<file path="src/rtl/mux6_rr_arbiter.sv">
// rtl/mux6_rr_arbiter.sv - round-robin arbiter sharing one 4-bit channel among six requesters
module mux6_rr_arbiter #(
    parameter int MAX_BURST = 4
) (
    input  logic       clk,
    input  logic       resetn,
    input  logic [5:0] req,
    input  logic [3:0] data0,
    input  logic [3:0] data1,
    input  logic [3:0] data2,
    input  logic [3:0] data3,
    input  logic [3:0] data4,
    input  logic [3:0] data5,
    output logic [3:0] out,
    output logic       out_valid,
    output logic [5:0] gnt,
    output logic [2:0] sel
);

    localparam int CW = $clog2(MAX_BURST + 1);
    localparam logic [CW-1:0] MAXC = CW'(MAX_BURST);
    localparam logic [CW-1:0] ONE  = CW'(1);

    typedef enum logic {
        IDLE = 1'b0,
        BUSY = 1'b1
    } state_t;

    state_t        state;
    state_t        state_nxt;
    logic [2:0]    ptr;
    logic [2:0]    ptr_nxt;
    logic [2:0]    own_nxt;
    logic [CW-1:0] cnt;
    logic [CW-1:0] cnt_nxt;
    logic          win_found;
    logic [2:0]    win;
    logic [3:0]    data_nxt;

    // Scan req starting at ptr; descending loop so the lowest offset wins last.
    always_comb begin
        int s;
        s         = 0;
        win_found = 1'b0;
        win       = 3'd0;
        for (int k = 5; k >= 0; k--) begin
            s = int'(ptr) + k;
            if (s >= 6) begin
                s = s - 6;
            end
            if (req[3'(s)]) begin
                win_found = 1'b1;
                win       = 3'(s);
            end
        end
    end

    // Next-state owner, burst counter and pointer; the owner itself lives in sel.
    always_comb begin
        state_nxt = state;
        own_nxt   = sel;
        cnt_nxt   = cnt;
        ptr_nxt   = ptr;
        case (state)
            IDLE: begin
                if (win_found) begin
                    state_nxt = BUSY;
                    own_nxt   = win;
                    cnt_nxt   = ONE;
                    ptr_nxt   = (win == 3'd5) ? 3'd0 : win + 3'd1;
                end
            end
            BUSY: begin
                if (req[sel] && (cnt < MAXC)) begin
                    cnt_nxt = cnt + ONE;
                end else if (win_found) begin
                    // ptr already points past the owner, so a lone owner is re-granted here.
                    own_nxt = win;
                    cnt_nxt = ONE;
                    ptr_nxt = (win == 3'd5) ? 3'd0 : win + 3'd1;
                end else begin
                    state_nxt = IDLE;
                    own_nxt   = 3'd0;
                    cnt_nxt   = '0;
                end
            end
            default: begin
                state_nxt = IDLE;
                own_nxt   = 3'd0;
                cnt_nxt   = '0;
            end
        endcase
    end

    // Payload of the next owner, sampled into out on the same edge as the grant.
    always_comb begin
        case (own_nxt)
            3'd0:    data_nxt = data0;
            3'd1:    data_nxt = data1;
            3'd2:    data_nxt = data2;
            3'd3:    data_nxt = data3;
            3'd4:    data_nxt = data4;
            3'd5:    data_nxt = data5;
            default: data_nxt = 4'd0;
        endcase
    end

    // State and registered channel outputs, all cleared immediately on reset.
    always_ff @(posedge clk or negedge resetn) begin
        if (!resetn) begin
            state     <= IDLE;
            ptr       <= 3'd0;
            cnt       <= '0;
            sel       <= 3'd0;
            gnt       <= 6'd0;
            out       <= 4'd0;
            out_valid <= 1'b0;
        end else begin
            state <= state_nxt;
            ptr   <= ptr_nxt;
            cnt   <= cnt_nxt;
            if (state_nxt == BUSY) begin
                sel       <= own_nxt;
                gnt       <= 6'd1 << own_nxt;
                out       <= data_nxt;
                out_valid <= 1'b1;
            end else begin
                sel       <= 3'd0;
                gnt       <= 6'd0;
                out       <= 4'd0;
                out_valid <= 1'b0;
            end
        end
    end

endmodule

</file>
<file path="config.mk">
export PLATFORM = sky130hd
export DESIGN_NAME = mux6_rr_arbiter
export DESIGN_NICKNAME = d
export VERILOG_FILES = /design/src/rtl/mux6_rr_arbiter.sv
export SDC_FILE = /design/constraint.sdc
export NUM_CORES = 1
export LEC_CHECK = 0
export ABC_CLOCK_PERIOD_IN_PS = 6100
export CORE_MARGIN = 1.5
export CORE_UTILIZATION = 55
export DETAILED_ROUTE_END_ITERATION = 6
export PLACE_DENSITY = 0.84
export SETUP_SLACK_MARGIN = 0.1
export SYNTH_ARGS = -nofsm -noshare
export SYNTH_HDL_FRONTEND = slang
export SYNTH_SLANG_ARGS = --single-unit
</file>
<file path="constraint.sdc">
create_clock -name clk -period 6.1 [get_ports clk]
set_clock_uncertainty 0.15 [all_clocks]
set_input_delay 1.22 -clock clk [delete_from_list [all_inputs] [get_ports clk]]
set_output_delay 1.22 -clock clk [all_outputs]
set_load 0.01 [all_outputs]
</file>
==> summary.md <==
| Metric | Value |
|---|---|
| Run status | finished clean |
| Die width | 64.8 microns |
| # diodes | 0 |
| Worst Path Arrival | 4.53 ns |
| Grt total ovfl | 0 |
| DR iter-0 viols | 107 |
| Fin area | 2610 sq um |
| Fill count | 283 |
| CTS Sinks | 20 |
| Hold Path Class | reg -> reg |
| Clock tree from TritonCTS | yes |
| Clock slew at reported path FFs | 0.08 ns |
| Final setup fails | 0 |
| Non-Filler Instances | 323 |
| EDFF count, synth | 0 |
| Max clock buf depth | 2 |
| DR vias/cell | 6.32 |
| Sequential-to-total area share from yosys stat | 23.8% |
| Max-slew violation count | 0 |
| Post-CTS setup buffers | 0 |
| Synth unique cells | 62 |
| Hold Buf Count CTS | 0 |
| Main synth FF type | dfrtp_1 |
| DR WL/cell | 16.6 microns |
| Crit Path Max Fanout | 28 |
| Synth Cell Area | 2100 sq um |
| Dpl cells | 319 |
| Post_cts resized | 0 |
| Avg Inst Size Synth | 8.87 sq um |
| Ys async rst share | 100% |
| Hold Violations, Final | 0 |
| PortBufs | 45 |
| Proportion of netlist area held by the largest area contributor | 23.8% |
| DP Area | 2540 sq um |
| Total number of vias | 2042 |
| Layout cell share with drive strength beyond 1 | 10.2% |
| HPWL after detailed placement | 4100 microns |
| CP endpoint kind | flip-flop |
| Core ar. | 3660 sq um |
| CP max stage delay | 0.98 ns |
| Worst-Margin Slew | 0.958 ns |
| ANT nets after route | 0 |
| DRC | 0 |
| Crit share post-route | 74.7% |
| Slew Limit Headroom | 36.1% |
| WL final | 5350 microns |
| First-pass GRT wire length | 8790 microns |
| GRT Overall Usage | 26.5% |
| Initial antenna violation count | 0 |
| Htree depth | 1 |
| Synthesized Nets | 279 |
| Vias in the first global route | 1910 |
| Largest net degree at the start of global routing | 29 |
| Seq cells post-synth | 20 |
| Die Ht | 64.8 microns |
| Top Ports | 46 |
| Max Freq | 219 MHz |
| Startpoint Class | flip-flop |
| Max-cap violations | 0 |
| Top area cells in the synthesized netlist | dfrtp_1, mux2i_1, mux2_2 |
| Nets | 318 |
| CTS buffer count | 3 |
| Slowest cell on crit path | dfrtp_1 |
| Ys Warns | 0 |
| Area growth, synth to finish | 24.2% |
| Total negative setup slack | 0 ns |
| Syn Inst Count | 237 |
| Crit path cell chain | inv_1 -> ha_1 -> inv_1 -> nor4_1 -> o21ai_0 -> a311oi_1 -> o21a_1 -> or2_1 -> mux2i_1 -> o221ai_1 |
| CP dominant cell by count | inv_1 |
| Clock latency on the worst-skew pair | 0.26 ns |
| Synth area leader | dfrtp_1 |
| First drt pass iteration count | 5 |
| Die Area | 4200 sq um |
| Critical path required time | 6.08 ns |
| RSZ-0062 raised after global routing | no |
| Row count | 22 |
| Crit Path Class | reg -> reg |
| Clk Tree Root Cell | clkbuf_8 |
| Routability cong. | 0.953 |
| Shortest period the worst path allows | 4.56 ns |
| Starting Density | 57.5% |
## kinds of logic (layout without fill, tap and decap cells)
kind of cell	count (synthesis)	in the layout	synth area share (%)
AO/OA/AOI/OAI	73	73	24.9
multiplexers	31	31	17.7
adder cells (fa/ha/maj)	10	10	5.95
XOR/XNOR	7	7	3.27
AND/OR/NAND/NOR	67	67	17.6
buffers and inverters	29	67	6.72
flip-flops	20	20	23.8
## per-layer routing
layer	track usage, %	routed length [microns]
met5	0	0
met1	37.1	2470
met3	4.69	328
met4	3.99	31
met2	43.3	2520
## stage by stage
step	hold slack [ns]	utilization, %	setup slack (ns)
6_report	0.374	71.3	1.54
3_3_place_gp	0.341	69.4	1.60
4_1_cts	0.378	71.3	1.56
5_1_grt	0.394	71.3	1.12
2_1_floorplan	0.320	-	2.26
3_5_place_dp	0.357	69.4	1.52
## cell type report
cell class	count	area, sq um	share of cell area (%)
clock buffers	3	41.3	1.58
repair buffers	45	450	17.2
flip-flops and latches	20	500	19.2
inverters	18	67.6	2.59
well taps	48	60.1	2.30
multi-input cells	188	1460	56.0
clock inverters	1	30.0	1.15
## state kept, by name (all words and copies together), names as in the netlist
register and flops:
ptr 3, cnt 3, gnt 6, sel 3
out 4, out_valid 1
## cells in the mapped netlist, types with 5 or more instances
library cell,number
dfrtp_1,20
inv_1,18
nand2_1,17
a21oi_1,15
mux2i_1,14
nor2_1,14
mux2_2,12
o21ai_0,12
ha_1,10
and2_1,5
buf_2,5
nor3_1,5
o21a_1,5
## critical path, delay by kind of cell, from the launching register on
kind	cells	cell delay (ns)
adder cells (fa/ha/maj)	1	0.69
AO/OA/AOI/OAI	4	1.07
flip-flops	1	0.98
multiplexers	1	0.26
AND/OR/NAND/NOR	2	0.76
buffers and inverters	2	0.51
## placed cells by master, fill, tap and decap left out, drive strengths merged, types with 3 or more instances in the layout
master / synthesis / routed
a21oi: 15 / 15
a22o: 3 / 3
xnor2: 4 / 4
nand2: 17 / 17
o221ai: 4 / 4
clkdlybuf4s50: 0 / 45
mux2i: 14 / 14
inv: 18 / 18
dfrtp: 20 / 20
and2: 5 / 5
and3: 3 / 3
o211ai: 4 / 4
clkbuf: 2 / 3
mux2: 14 / 14
o22ai: 3 / 3
o21a: 5 / 5
a2bb2oi: 4 / 4
nor3: 6 / 6
nor2: 14 / 14
mux4: 3 / 3
xor2: 3 / 3
a311oi: 3 / 3
o21ai: 12 / 12
ha: 10 / 10
nand2b: 4 / 4
## path summary, 6_finish.rpt
kind / end / depth (start not counted) / start / slack, ns
worst max-delay path: out[1]$_DFF_PN0_ / 10 / ptr[0]$_DFFE_PN0P_ / 1.54
worst max register to register: out[1]$_DFF_PN0_ / 10 / ptr[0]$_DFFE_PN0P_ / 1.54
max in group asynchronous: gnt[5]$_DFF_PN0_ / 1 / resetn / 3.95
worst min register to register: cnt[1]$_DFFE_PN0P_ / 1 / cnt[1]$_DFFE_PN0P_ / 0.37
worst min-delay path: cnt[1]$_DFFE_PN0P_ / 1 / cnt[1]$_DFFE_PN0P_ / 0.37
min in group asynchronous: cnt[0]$_DFFE_PN0P_ / 1 / resetn / 1.30
Power is left out: the tool's default activity adds up to more than one toggle a clock period on the data nets, which glitch-free logic cannot reach.
